--- src/rtl/data_types.sv ---
// Shared types for the branch checkpoint / flush control slice.
// Holds word, checkpoint and flush-state definitions.
package data_types;

  typedef logic [31:0] word32_t;

  typedef struct packed {
    logic    taken;
    word32_t alt_pc;
  } br_ckpt_t;

  typedef enum logic {
    RUN   = 1'b0,
    FLUSH = 1'b1
  } flush_state_e;

endpackage

--- src/rtl/br_ckpt_fifo.sv ---
// In-order checkpoint FIFO for predicted branches.
// Push/pop/clear with full/empty/count status; head is combinational.
module br_ckpt_fifo
  import data_types::*;
#(
  parameter int PW = 1
) (
  input  logic        clk_i,
  input  logic        reset_i,
  input  logic        push_i,
  input  logic        pop_i,
  input  logic        clear_i,
  input  br_ckpt_t    wdata_i,
  output br_ckpt_t    head_o,
  output logic        full_o,
  output logic        empty_o,
  output logic [PW:0] count_o
);

  localparam int DEPTH = 1 << PW;
  localparam logic [PW:0] FULL_CNT = (PW+1)'(DEPTH);

  br_ckpt_t      r_mem [DEPTH];
  logic [PW-1:0] r_wptr;
  logic [PW-1:0] r_rptr;
  logic [PW:0]   r_count;

  logic w_do_pop;
  logic w_do_push;

  assign full_o  = (r_count == FULL_CNT);
  assign empty_o = (r_count == '0);
  assign count_o = r_count;
  assign head_o  = r_mem[r_rptr];

  // A full FIFO still accepts a push when the head leaves this cycle.
  assign w_do_pop  = pop_i && !empty_o;
  assign w_do_push = push_i && (!full_o || w_do_pop);

  // Pointer, count and storage update; clear wins over push/pop.
  always_ff @(posedge clk_i or posedge reset_i) begin
    if (reset_i) begin
      r_wptr  <= '0;
      r_rptr  <= '0;
      r_count <= '0;
      for (int i = 0; i < DEPTH; i++) begin
        r_mem[i] <= '0;
      end
    end else if (clear_i) begin
      r_wptr  <= '0;
      r_rptr  <= '0;
      r_count <= '0;
    end else begin
      if (w_do_push) begin
        r_mem[r_wptr] <= wdata_i;
        r_wptr        <= r_wptr + 1'b1;
      end
      if (w_do_pop) begin
        r_rptr <= r_rptr + 1'b1;
      end
      unique case ({w_do_push, w_do_pop})
        2'b10:   r_count <= r_count + 1'b1;
        2'b01:   r_count <= r_count - 1'b1;
        default: r_count <= r_count;
      endcase
    end
  end

endmodule

--- src/rtl/branch_flush_ctrl.sv ---
// Sequences fetch, predictor and IQ around in-flight predicted branches.
// Checkpoints branches, retires on resolve, flushes/redirects on mispredict.
module branch_flush_ctrl
  import data_types::*;
#(
  parameter int MAX_BR_POW2 = 1
) (
  input  logic                 clk_i,
  input  logic                 reset_i,
  input  logic                 issuing_branch_i,
  input  logic                 br_taken_i,
  input  word32_t              alt_pc_i,
  input  logic                 cond_eval_i,
  input  logic                 corr_pred_i,
  output logic                 fetch_stall_o,
  output logic                 iq_flush_o,
  output logic                 redirect_valid_o,
  output word32_t              redirect_pc_o,
  output logic                 bp_update_o,
  output logic                 bp_actual_taken_o,
  output logic [MAX_BR_POW2:0] outstanding_o,
  output logic                 proto_err_o
);

  flush_state_e r_state;
  flush_state_e w_state_nxt;

  br_ckpt_t             w_wdata;
  br_ckpt_t             w_head;
  logic                 w_full;
  logic                 w_empty;
  logic [MAX_BR_POW2:0] w_count;

  logic w_run;
  logic w_resolve;
  logic w_correct;
  logic w_mispred;
  logic w_push;
  logic w_push_err;
  logic w_eval_err;

  logic    r_bp_update;
  logic    r_bp_taken;
  word32_t r_redirect_pc;
  logic    r_proto_err;

  assign w_run     = (r_state == RUN);
  assign w_resolve = w_run && cond_eval_i && !w_empty;
  assign w_correct = w_resolve && corr_pred_i;
  assign w_mispred = w_resolve && !corr_pred_i;

  // A branch issued alongside a mispredict is wrong-path: drop it quietly.
  assign w_push     = w_run && issuing_branch_i && !w_mispred;
  assign w_push_err = w_push && w_full && !w_correct;
  assign w_eval_err = w_run && cond_eval_i && w_empty;

  assign w_wdata.taken  = br_taken_i;
  assign w_wdata.alt_pc = alt_pc_i;

  br_ckpt_fifo #(
    .PW (MAX_BR_POW2)
  ) u_fifo (
    .clk_i   (clk_i),
    .reset_i (reset_i),
    .push_i  (w_push),
    .pop_i   (w_correct),
    .clear_i (w_mispred),
    .wdata_i (w_wdata),
    .head_o  (w_head),
    .full_o  (w_full),
    .empty_o (w_empty),
    .count_o (w_count)
  );

  // Flush state register.
  always_ff @(posedge clk_i or posedge reset_i) begin
    if (reset_i) begin
      r_state <= RUN;
    end else begin
      r_state <= w_state_nxt;
    end
  end

  // Next state: a mispredict spends exactly one cycle in FLUSH.
  always_comb begin
    w_state_nxt = r_state;
    unique case (r_state)
      RUN: begin
        if (w_mispred) begin
          w_state_nxt = FLUSH;
        end
      end
      FLUSH: begin
        w_state_nxt = RUN;
      end
      default: begin
        w_state_nxt = RUN;
      end
    endcase
  end

  // Predictor feedback and recovery PC, registered off the resolve.
  always_ff @(posedge clk_i or posedge reset_i) begin
    if (reset_i) begin
      r_bp_update   <= 1'b0;
      r_bp_taken    <= 1'b0;
      r_redirect_pc <= '0;
    end else begin
      r_bp_update <= w_resolve;
      if (w_correct) begin
        r_bp_taken <= w_head.taken;
      end else if (w_mispred) begin
        r_bp_taken    <= ~w_head.taken;
        r_redirect_pc <= w_head.alt_pc;
      end
    end
  end

  // Sticky protocol error: overflow push or resolve with nothing live.
  always_ff @(posedge clk_i or posedge reset_i) begin
    if (reset_i) begin
      r_proto_err <= 1'b0;
    end else if (w_push_err || w_eval_err) begin
      r_proto_err <= 1'b1;
    end
  end

  assign fetch_stall_o     = w_full || (r_state == FLUSH);
  assign iq_flush_o        = (r_state == FLUSH);
  assign redirect_valid_o  = (r_state == FLUSH);
  assign redirect_pc_o     = r_redirect_pc;
  assign bp_update_o       = r_bp_update;
  assign bp_actual_taken_o = r_bp_taken;
  assign outstanding_o     = w_count;
  assign proto_err_o       = r_proto_err;

endmodule

--- config.mk ---
export PLATFORM = sky130hd
export DESIGN_NAME = branch_flush_ctrl
export DESIGN_NICKNAME = d
export VERILOG_FILES = /design/src/rtl/data_types.sv /design/src/rtl/br_ckpt_fifo.sv /design/src/rtl/branch_flush_ctrl.sv
export SDC_FILE = /design/constraint.sdc
export NUM_CORES = 1
export LEC_CHECK = 0
export BUFFER_PORTS_ARGS = -buffer_cell sky130_fd_sc_hd__buf_2
export CORE_UTILIZATION = 35
export CTS_CLUSTER_SIZE = 25
export DETAILED_ROUTE_END_ITERATION = 7
export MAX_ROUTING_LAYER = met4
export SETUP_SLACK_MARGIN = 0.4
export SLEW_MARGIN = 5
export SYNTH_ARGS = -nofsm -noshare
export SYNTH_HDL_FRONTEND = slang
export SYNTH_SLANG_ARGS = --single-unit
--- constraint.sdc ---
create_clock -name clk_i -period 2.6 [get_ports clk_i]
set_input_delay 0 -clock clk_i [delete_from_list [all_inputs] [get_ports clk_i]]
set_output_delay 0 -clock clk_i [all_outputs]
set_load 0.01 [all_outputs]
=== After elaboration in Yosys (flattened, before gate mapping) ===
Cells that the tools add are included.

* Latch bits: 0
* Output and inout bits: 40
* Logic and storage cells: 71
* Bits in read-only memories: 0
* Memories: 0
* Flip-flop bits (word level): 106
* Memory bits (writable): 0
* Bits of input ports: 38

* Bitwise logic cells: 6
* Shift operators: 0
* Add/sub/neg operators: 4
* Mux-type cells: 16
* Equal/unequal tests: 3
* Divide/modulo/power cells: 0
* $lt $le $gt $ge: 3
* Reductions and logical operators: 27
* $mul: 0

{| class="wikitable"
|+ Operator list
! operator !! number
|-
| two-way mux 33 bit || 4
|-
| bitwise mux 66 bit || 1
|-
| demux 33 bit (select 1 bit) || 1
|-
| logical AND 1 bit || 12
|-
| two-way mux 1 bit || 7
|-
| nonzero test 2 bit || 3
|-
| logical NOT 1 bit || 5
|-
| == test 2 bit (second input constant) || 2
|-
| greater-or-equal comparator 2 bit (second input constant) || 2
|-
| NOT 1 bit || 4
|-
| NOT 1 -> 2 bit || 2
|-
| one-hot mux 2 bit (2 select lines) || 1
|-
| AND reduction 2 bit || 2
|-
| logical OR 1 bit || 3
|-
| nonzero test 3 bit || 1
|-
| adder 1 bit (second input constant) || 2
|-
| adder 2 x 1 -> 2 bit (second input constant) || 1
|-
| == test 2 x 1 -> 1 bit (second input constant) || 1
|-
| logical NOT 2 bit || 1
|-
| less-than comparator 2 x 1 -> 1 bit (second input constant) || 1
|-
| two-way mux 2 bit || 1
|-
| one-hot mux 1 bit (2 select lines) || 1
|-
| subtractor 2 x 1 -> 2 bit (second input constant) || 1
|}

=== Depth between registers and ports, before layout ===
Gate-level depths: netlist (run 1).

* Depth after elaboration: 10
* Depth in mapped cells: 8
* Gate-level depth less buffers: 7

=== By module ===
From an unflattened synthesis (run 1), not the netlist that was laid out.

* Cell total of the unflattened synthesis: 289
* Area total of the unflattened synthesis: 4647.0 µm²

{| class="wikitable"
|+ Modules (own cells, without submodules)
! module !! instances !! cells each !! sequential area each (µm²) !! area an instance (µm²)
|-
| br_ckpt_fifo || 1 || 204 || 1751.7 || 3230.6
|-
| branch_flush_ctrl || 1 || 85 || 900.9 || 1416.4
|}

=== Worst setup path before layout (run 1) ===
No wires, ideal clock.

* Path kind: register -> register
* From: reg u_fifo.r_count[0], in the netlist u_fifo.count_o[0]
* To: reg u_fifo.r_count[1], in the netlist u_fifo.count_o[1]
* Setup slack: 0.645 ns
* Cell stages (with the launch flop): 8
* Required time: 2.523 ns
* Clock period less this slack: 1.955 ns
* Data arrival time: 1.878 ns
* Library setup time: 0.077 ns
* Path buffers: 1
* Cell sequence: dfrtp_1 > buf_6 > nor2_2 > nor2_1 > and2_1 > ha_1 > or3_1 > a21oi_1

* Cells in the longest elaborated chain, start to end: 10
* Elaborated cells on any way between the ends: 19
* Classes of those cells: add/sub (2); eq/ne (3); mux (2); reduce/logical (12)

{| class="wikitable"
|+ RTL lines
! element !! RTL line !! text
|-
| start: declaration || br_ckpt_fifo.sv:26 || <nowiki>logic [PW:0] r_count;</nowiki>
|-
| start signal: assignment || br_ckpt_fifo.sv:62 || <nowiki>2'b10: r_count <= r_count + 1'b1;</nowiki>
|-
| start signal: assignment || br_ckpt_fifo.sv:63 || <nowiki>2'b01: r_count <= r_count - 1'b1;</nowiki>
|-
| start signal: assignment || br_ckpt_fifo.sv:64 || <nowiki>default: r_count <= r_count;</nowiki>
|-
| logical NOT 2 bit * || br_ckpt_fifo.sv:32 || <nowiki>assign empty_o = (r_count == '0);</nowiki>
|-
| logical NOT 1 bit * || branch_flush_ctrl.sv:48 || <nowiki>assign w_resolve = w_run && cond_eval_i && !w_empty;</nowiki>
|-
| logical AND 1 bit * || branch_flush_ctrl.sv:48 ||
|-
| named net w_resolve || branch_flush_ctrl.sv:35 || <nowiki>logic w_resolve;</nowiki>
|-
| logical AND 1 bit, on equally long branches || branch_flush_ctrl.sv:50, branch_flush_ctrl.sv:49 ||
|-
| logical NOT 1 bit / logical AND 1 bit (equally long branches) || branch_flush_ctrl.sv:53, br_ckpt_fifo.sv:37 ||
|-
| logical AND 1 bit / logical OR 1 bit (equally long branches) || branch_flush_ctrl.sv:53, br_ckpt_fifo.sv:38 ||
|-
| logical AND 1 bit || br_ckpt_fifo.sv:38 || <nowiki>assign w_do_push = push_i && (!full_o || w_do_pop);</nowiki>
|-
| == test 2 x 1 -> 1 bit / == test 2 bit (equally long branches) || br_ckpt_fifo.sv:61 || <nowiki>unique case ({w_do_push, w_do_pop})</nowiki>
|-
| one-hot mux 2 bit (2 select lines) || br_ckpt_fifo.sv:61 ||
|-
| two-way mux 2 bit || br_ckpt_fifo.sv:49 || <nowiki>end else if (clear_i) begin</nowiki>
|}

Mark *: on every way through the listed nets, which the timed path passes. The rest lies on a longest branch.
A chain may end at the register's enable or synchronous reset.

=== Worst setup path in the final report (run 1) ===
* From: reg u_fifo.r_count[0], in the netlist u_fifo.count_o[0]
* To: reg u_fifo.r_count[1], in the netlist u_fifo.count_o[1]

* Cells in the longest elaborated chain, start to end: 10
* Elaborated cells on any way between the ends: 19
* Classes of those cells: add/sub (2); eq/ne (3); mux (2); reduce/logical (12)

{| class="wikitable"
|+ RTL lines
! element !! RTL line
|-
| logical NOT 2 bit || br_ckpt_fifo.sv:32
|-
| logical NOT 1 bit || br_ckpt_fifo.sv:37, branch_flush_ctrl.sv:48
|-
| logical AND 1 bit || branch_flush_ctrl.sv:48
|-
| logical AND 1 bit, on equally long branches || branch_flush_ctrl.sv:50, branch_flush_ctrl.sv:49
|-
| logical NOT 1 bit / logical AND 1 bit (equally long branches) || branch_flush_ctrl.sv:53, br_ckpt_fifo.sv:37
|-
| logical AND 1 bit / logical OR 1 bit (equally long branches) || branch_flush_ctrl.sv:53, br_ckpt_fifo.sv:38
|-
| logical AND 1 bit || br_ckpt_fifo.sv:38
|-
| == test 2 x 1 -> 1 bit / == test 2 bit (equally long branches) || br_ckpt_fifo.sv:61
|-
| one-hot mux 2 bit (2 select lines) || br_ckpt_fifo.sv:61
|-
| two-way mux 2 bit || br_ckpt_fifo.sv:49
|}

Several ways; a longest one is shown, not always the timed one.

==> results.toml, run 1 <==
[cells_and_area]
fin_nets = 438
antenna_cells = 0
multi_input_area_sq_um = 1830
final_common_cell = "dfrtp_1"
fillerInstances = 1121
fin_cells = 576
seq_area_sq_um = 2650
area_growth_syn_to_layout_pct = 26.5
drive_gt1_share_pct = 59.7
mostFrequentLayoutCells = "105 x dfrtp_1, 101 x mux2_2, 77 x buf_2"

[placed_design]
gp_congestion = 0.819
hpwl_mm = 5.61
place_ws_ns = 0.535
dp_cells = 526
io_buffer_count = 77

[yosys]
syn_avg_cell_area_sq_um = 16.3
ys_ff_latch = 106
synth_fp_nets = 324
synth_area_sq_um = 4640
synth_seq_area_share_pct = 57.2
synth_cells = 285
ys_warn_count = 0
synth.distinct_cells = 29

[timing]
setup_slack_ns = 0.619
rsz0062_at_grt = "false"
finalSetupTns_ns = 0
fin_crit_ns = 1.98
post-route-period-util_pct = 76.2
hold_viol_final = 0
skew_ns = 0.0119
max_clock_freq_mhz = 505
holdWs_ns = 0.0540
slew_headroom_pct = 40.0
finalMaxSlewViolations = 0
finalSetupViolations = 0
worst_slew_pin_slew_ns = 0.901

[drt]
dr.pass1.iters = 4
viasPerCell = 4.65
drt-total-wl_mm = 8.93
antenna_left = 0
vias = 2678
remaining_drc_errors = 0
wire_per_inst_um = 15.5
drtIter0Drc = 80

[floorplanning]
dieArea_sq_um = 13700
core_sq_um = 12800
die_h_um = 117
ioPinCount = 78
rows = 41
die_w_um = 117
start_util_pct = 36.3

[clock_tree]
numCtsBuffers = 9
cts_max_level = 3
clkLatencyLatePin_ns = 0.36
root_buffer = "clkbuf_16"
cts_tree = "done"
clkSlewWorstSetupHoldPaths_ns = 0.07
clock_sinks = 106
clockBufferDepth = 2

[setup_path]
end_kind = "flop"
arrival_ns = 2.27
crit_path_max_incr_delay_ns = 0.48
critPathRequiredTime_ns = 2.88
critPathMaxFanout = 7
r2r_slack_ns = 0.62
slowest_stage = "dfrtp_1"
cp-start-kind = "flop"
worstSetupPathType = "reg2reg"
crit_chain = "mux2_4 > o21ai_0 > ha_1 > or3_1 > a21oi_1"

[min_path]
holdCritPathClass = "in2reg"

[global_routing]
grt-ovfl-total = 0
grt_start_max_net_pins = 41
grt.total_usage_pct = 15.0
antenna_found_initial = 0
grt_pass1_vias = 2881
grt_pass1_wl_mm = 14.4

[run]
max_cap_viol_count = 0

[power_and_ir_drop]
ir_worst_vdd_v = 0.000650
p_leak_nw = 2.66
p_per_area_nw_per_um2 = 1210

[status]
status = "completed"
cell usage after synthesis:
master	number	share of area, %
mux2i_1	3	0.65
buf_6	5	1.2
and2_1	1	0.14
xnor2_1	1	0.19
a21o_1	2	0.32
xor2_1	2	0.38
or4b_2	1	0.22
o31ai_1	1	0.16
and2b_2	1	0.19
buf_2	5	0.54
dfrtp_1	106	57
o21ai_0	3	0.32
mux2_4	31	10
mux2_2	101	25
a21oi_1	1	0.11
nor2_1	3	0.24
buf_12	3	1.3
buf_4	1	0.16
ha_1	1	0.27
nand2b_1	1	0.14
nor3_4	1	0.35
nor2_2	1	0.14
o211a_1	1	0.22
inv_1	3	0.24
or3_1	1	0.14
nand2_1	2	0.16
clkbuf_1	1	0.081
buf_1	1	0.081
o211ai_2	1	0.27
power by group:
part	switching, mW	internal, mW	leakage (nW)	total (mW)
Combinational	0.935	1.64	1.23	2.58
Sequential	0.528	2.48	1.26	3.01
Clock	0.595	0.921	0.165	1.52
metal layers:
metal | GRT usage [%] | wire length [um] | up-vias
li1 | - | - | 1245
met1 | 16.8 | 3950 | 1372
met2 | 24.4 | 4380 | 51
met3 | 5.56 | 446 | 10
met4 | 5.82 | 146 | 0
met5 | - | 0 | -
critical path: cells and delay by family, from the launching register on:
kind	cells	cell delay [ns]
compound gates	2	0.42
fa+ha+maj	1	0.32
flops	1	0.48
mux	1	0.34
simple gates	1	0.35
timing repair:
action / 4_1_cts / 5_1_grt
hold buffers: 34 / 0
endpoints found under the setup margin: 0 / 1
endpoints found under the hold margin: 98 / 0
resized for setup: 0 / 1
setup buffers: 0 / 0
cells by family (layout without fill, tap and decap cells):
logic type	count (synthesis)	count (layout)	share of synthesized area, %
buffers and inverters	19	138	3.62
XOR/XNOR	3	3	0.567
flip-flops	106	106	57.2
AO/OA/AOI/OAI	9	9	1.40
multiplexers	135	135	35.2
AND/OR/NAND/NOR	12	12	1.70
adder cells (fa/ha/maj)	1	1	0.270
registers in the layout, summed over array words and instances, names as in the netlist:
name	cells
bp_update_o	1
redirect_pc_o	32
proto_err_o	1
u_fifo.r_wptr	1
iq_flush_o	1
u_fifo.count_o	2
bp_actual_taken_o	1
u_fifo.r_mem	66
u_fifo.r_rptr	1
path summary, 6_finish.rpt:
path	startpoint	depth (start not counted)	to
worst max-delay path	u_fifo.count_o[0]	5	u_fifo.count_o[1]
worst min-delay path	issuing_branch_i	4	proto_err_o
worst max register to register	u_fifo.count_o[0]	5	u_fifo.count_o[1]
worst min register to register	proto_err_o	1	proto_err_o
max in group asynchronous	reset_i	4	u_fifo.r_mem[62]
min in group asynchronous	reset_i	3	redirect_pc_o[17]
per-stage QoR:
stage	cell area (sq um)	power [mW]	utilization, %
detailed placement	5180	5.63	40.5
floorplan	4640	4.95	-
finish	5860	7.11	45.9
global placement	5180	5.53	40.5
CTS	5860	7.22	45.9
global route	5860	7.60	45.9
cell type report:
type / instances / share of cell area, %
flip-flops and latches: 106 / 45.3
multi-input cells: 160 / 31.2
repair buffers: 119 / 13.8
clock buffers: 12 / 4.55
well taps: 172 / 3.67
clock inverters: 4 / 1.24
inverters: 3 / 0.256
(Power assumes the default switching activity.)
==> run 2, diff against run 1 <==
==> constraint.sdc (replaced) <==
create_clock -name clk_i -period 2.1 [get_ports clk_i]
set_input_delay 0 -clock clk_i [delete_from_list [all_inputs] [get_ports clk_i]]
set_output_delay 0 -clock clk_i [all_outputs]
set_load 0.01 [all_outputs]
==> run 2 against run 1 <==
  * Register-to-register slack got worse by 0.26 ns
  * Final cell count increased by 2.1%
  * Critical path depth unchanged
  * Global-route usage decreased by 0.11 points
  * Fmax increased by 14%
  * Worst setup slack got worse by 0.26 ns
  * Core utilization increased by 1.8 points
  * Wire length increased by 4.1%
  * First-iteration DRC count increased by 54%
  * Power increased by 28%
  * Sequential cell count unchanged
  * Clock-buffer cell count increased by 2
  * Critical path type unchanged
  * Largest cell class unchanged
  * Largest power group unchanged
==> results.toml, run 2 (synthesis results as in run 1) <==
[timing]
holdWs_ns = 0.0771
finalSetupTns_ns = 0
finalMaxSlewViolations = 0
skew_ns = 0.00461
rsz0062_at_grt = "true"
post-route-period-util_pct = 82.9
hold_viol_final = 0
setup_slack_ns = 0.360
finalSetupViolations = 0
worst_slew_pin_slew_ns = 0.425
slew_headroom_pct = 71.7
fin_crit_ns = 1.74
max_clock_freq_mhz = 575

[cells_and_area]
final_common_cell = "dfrtp_1"
final_util_pct = 47.7
fin_area_sq_um = 6090
fin_nets = 450
drive_gt1_share_pct = 61.5
area_growth_syn_to_layout_pct = 31.4
antenna_cells = 0
largest_register = "u_fifo.r_mem"
mostFrequentLayoutCells = "104 x dfrtp_1, 101 x mux2_2, 77 x buf_2"
fillerInstances = 1127
largest_reg_flops = 66
fin_cells = 588

[floorplanning]
die_w_um = 117
rows = 41
ioPinCount = 78
start_util_pct = 36.3
core_sq_um = 12800
die_h_um = 117
dieArea_sq_um = 13700

[setup_path]
worstSetupPathType = "reg2reg"
end_kind = "flop"
critPathRequiredTime_ns = 2.38
arrival_ns = 2.02
cp-start-kind = "flop"
critPathMaxFanout = 4

[clock_tree]
numCtsBuffers = 9
clkLatencyLatePin_ns = 0.35
clockBufferDepth = 2
root_buffer = "clkbuf_16"
clock_sinks = 106
cts_tree = "done"
cts_max_level = 3
clkSlewWorstSetupHoldPaths_ns = 0.06

[global_routing]
grt_pass1_vias = 2801
grt-ovfl-total = 0
grt.total_usage_pct = 14.9
grt_pass1_wl_mm = 14.4
grt_start_max_net_pins = 55
antenna_found_initial = 0

[drt]
wl_met3_um = 405
highest_layer = "met4"
wl_met1_mm = 4.07
wire_per_inst_um = 15.8
drt-total-wl_mm = 9.30
vias = 2690
antenna_left = 0
viasPerCell = 4.57
remaining_drc_errors = 0
dr.pass1.iters = 4
route.met2.wl_mm = 4.68
drtIter0Drc = 123

[placed_design]
hpwl_mm = 5.57
dpl-instance-area_sq_um = 5270
place_ws_ns = 0.233
io_buffer_count = 77
dp_cells = 527
gp_congestion = 0.761

[power_and_ir_drop]
p_leak_nw = 2.75
p_per_area_nw_per_um2 = 1490
finalPower_mw = 9.09
ir_worst_vdd_v = 0.000734

[min_path]
holdCritPathClass = "in2async"

[status]
status = "completed"

[run]
max_cap_viol_count = 0
run 2: changes by cell type in the layout (fill, tap and decap cells not counted), moves of 2 or more:
cell,previous run,this run
buf_12,2,6
buf_6,0,3
clkbuf_1,0,4
clkbuf_8,3,1
run 2: worst max-delay path: stages, from the launching register on:
cell and delay (ns):
dfrtp_2 0.44, mux2_4 0.32, o21ai_4 0.18, ha_4 0.23, or3_4 0.37, a21oi_2 0.13
run 2: final cells by class:
| type | instances | area (sq um) | share of cell area (%) |
|---|---|---|---|
| flip-flops and latches | 106 | 2660 | 43.6 |
| multi-input cells | 160 | 1880 | 30.9 |
| repair buffers | 131 | 1010 | 16.6 |
| clock buffers | 14 | 254 | 4.17 |
| well taps | 172 | 215 | 3.53 |
| clock inverters | 2 | 60.1 | 0.986 |
| inverters | 3 | 15.0 | 0.246 |
run 2: path summary, 6_finish.rpt:
check / start / endpoint / slack, ns / depth (start not counted)
worst max register to register: u_fifo.count_o[0] / u_fifo.count_o[1] / 0.36 / 5
worst max-delay path: u_fifo.count_o[0] / u_fifo.count_o[1] / 0.36 / 5
min in group clk_i: issuing_branch_i / proto_err_o / 0.08 / 4
max in group asynchronous: reset_i / u_fifo.r_rptr / 1.50 / 4
worst min-delay path: reset_i / redirect_pc_o[17] / 0.08 / 3
worst min register to register: proto_err_o / proto_err_o / 0.45 / 1
run 2: what timing repair did:
action | in CTS | in global routing
resized for setup | 5 | 7
hold buffers | 35 | 0
pin swaps | 1 | 3
setup buffers | 3 | 4
endpoints found under the setup margin | 67 | 51
endpoints found under the hold margin | 173 | 0
cloned | 1 | 2
run 2: report_power, final:
group	internal, mW	total [mW]	switching (mW)
registers	3.08	3.66	0.579
clock network	1.08	1.79	0.714
logic	2.29	3.64	1.35
total	6.45	9.09	2.64
run 2: per-layer routing:
layer / vias up / global-route usage [%]
met4: 0 / 5.57
met2: 54 / 24.5
met1: 1362 / 17.1
met3: 10 / 4.63
met5: - / -
li1: 1264 / -
==> run 3, diff against run 2 <==
==> constraint.sdc (replaced) <==
create_clock -name clk_i -period 1.8 [get_ports clk_i]
set_input_delay 0 -clock clk_i [delete_from_list [all_inputs] [get_ports clk_i]]
set_output_delay 0 -clock clk_i [all_outputs]
set_load 0.01 [all_outputs]
==> run 3 against run 2 <==
  * Design area is 4.3% higher
  * Power up 21%
  * Largest cell class unchanged
  * Clock power is 12% higher
  * First-iteration DRC count is 15% lower
  * Highest routed layer unchanged
  * Final cell count increased by 1.5%
  * Largest power group is now combinational logic
  * Hold slack worse by 0.021 ns
==> results.toml, run 3 (synthesis results as in run 1) <==
[cells_and_area]
fin_area_sq_um = 6350
antenna_cells = 0
drive_gt1_share_pct = 63.3
fin_nets = 460
largest_reg_flops = 66
area_growth_syn_to_layout_pct = 37.1
final_common_cell = "dfrtp_1"
largest_register = "u_fifo.r_mem"
mostFrequentLayoutCells = "105 x dfrtp_1, 77 x buf_2, 69 x mux2_2"
fillerInstances = 1085

[run]
max_cap_viol_count = 0

[floorplanning]
die_h_um = 117
core_sq_um = 12800
start_util_pct = 36.3
rows = 41
die_w_um = 117
ioPinCount = 78
dieArea_sq_um = 13700

[clock_tree]
clock_sinks = 106
clkSlewWorstSetupHoldPaths_ns = 0.06
numCtsBuffers = 9
cts_tree = "done"
cts_max_level = 3
clkLatencyLatePin_ns = 0.34
clockBufferDepth = 2
root_buffer = "clkbuf_16"

[power_and_ir_drop]
p_int_mw = 7.85
power_switching_mw = 3.19
p_clk_share_pct = 18.1
p_leak_nw = 2.93
ir_worst_vdd_v = 0.000551
finalPower_mw = 11.0
combPwrFrac_pct = 43.4
swShare_pct = 28.9
pwr-share-seq_pct = 38.5
p_per_area_nw_per_um2 = 1740

[timing]
post-route-period-util_pct = 92.3
rsz0062_at_grt = "true"
worst_slew_pin_slew_ns = 0.573
finalMaxSlewViolations = 0
hold_viol_final = 0
max_clock_freq_mhz = 602
fin_crit_ns = 1.66
finalSetupTns_ns = 0
skew_ns = 0.00612
slew_headroom_pct = 61.8
finalSetupViolations = 0

[global_routing]
grt-ovfl-total = 0
antenna_found_initial = 0
grt_pass1_wl_mm = 15.6
grt_pass1_vias = 2983
grt.total_usage_pct = 16.0
grt_start_max_net_pins = 107

[setup_path]
worstSetupPathType = "reg2reg"
r2r-start = "u_fifo.count_o[0]"
crit_path_max_incr_delay_ns = 0.42
crit_buf_inv = 0
critPathRequiredTime_ns = 2.07
slowest_stage = "dfrtp_1"
end_kind = "flop"
cp-start-kind = "flop"
startpoint = "u_fifo.count_o[0]"
cp_top_family = "flip-flops"
crit_chain = "mux2_4 > o21ai_4 > ha_4 > or3_4 > a21oi_2"
critPathMaxFanout = 3
arrival_ns = 1.93

[drt]
viasPerCell = 4.57
antenna_left = 0
vias = 2731
remaining_drc_errors = 0
drtIter0Drc = 105
dr.pass1.iters = 4
wire_per_inst_um = 16.3
drt-total-wl_mm = 9.72

[placed_design]
hpwl_mm = 5.67
io_buffer_count = 77
dpl-instance-area_sq_um = 5410
gp_congestion = 0.737

[status]
status = "completed"

[min_path]
holdCritPathClass = "in2reg"
hold_start = "issuing_branch_i"
## run 3: changes by cell type in the layout (fill, tap and decap cells not counted), moves of 2 or more
cell,previous run,this run
clkbuf_1,4,1
buf_4,7,13
clkbuf_8,1,3
mux2_4,31,63
buf_12,6,9
mux2_2,101,69
buf_16,1,4
## run 3: worst paths after layout
check	end	slack [ns]	depth (start not counted)
worst max-delay path	u_fifo.count_o[1]	0.14	5
worst min-delay path	proto_err_o	0.06	4
worst max register to register	u_fifo.count_o[1]	0.14	5
worst min register to register	proto_err_o	0.47	1
max in group asynchronous	u_fifo.r_mem[10]	0.98	4
min in group asynchronous	redirect_pc_o[28]	0.37	4
## run 3: worst register-to-register path, stage by stage (launching register included)
cell and delay (ns):
dfrtp_1 0.42, mux2_4 0.32, o21ai_4 0.16, ha_4 0.22, or3_4 0.36, a21oi_2 0.12
## run 3: layer usage
metal / wire (um) / track usage [%]
met4: 97 / 4.56
met5: 0 / -
met3: 345 / 3.66
met1: 4750 / 20.6
met2: 4520 / 25.2
## run 3: cell type report
| class | count | area [sq um] | share of cell area [%] |
|---|---|---|---|
| clock inverters | 2 | 35.0 | 0.551 |
| inverters | 3 | 15.0 | 0.236 |
| clock buffers | 13 | 270 | 4.25 |
| repair buffers | 141 | 1170 | 18.4 |
| flip-flops and latches | 106 | 2650 | 41.8 |
| multi-input cells | 160 | 2000 | 31.4 |
| well taps | 172 | 215 | 3.39 |
## run 3: power by group through the flow
stage	Sequential, mW	Clock [mW]	Combinational, mW
final	4.25	2.00	4.79
after global routing	4.40	2.16	5.17
after CTS	4.25	2.07	4.82
after detailed placement	4.29	0	4.31
after global placement	4.24	0	4.24
after floorplan	4.30	0	3.25
## run 3: what timing repair did
action                                 CTS  global route
gates resized for setup                 16             2
gates cloned                             4             0
endpoints found under the hold margin  172             0
pin swaps                                6             3
buffers inserted                        13             1
setup endpoints to repair              101           101
hold buffers                            34             0
## run 3: per-stage QoR
stage / hold WS, ns / instances / setup WS, ns / util [%]
floorplan: 0.148 / 285 / 0.0253 / -
global placement: 0.218 / 530 / 0.0966 / 42.3
detailed placement: 0.229 / 530 / 0.0408 / 42.3
CTS: 0.0422 / 596 / 0.0955 / 49.6
global route: 0.0877 / 597 / 0.0830 / 49.7
finish: 0.0557 / 597 / 0.138 / 49.7
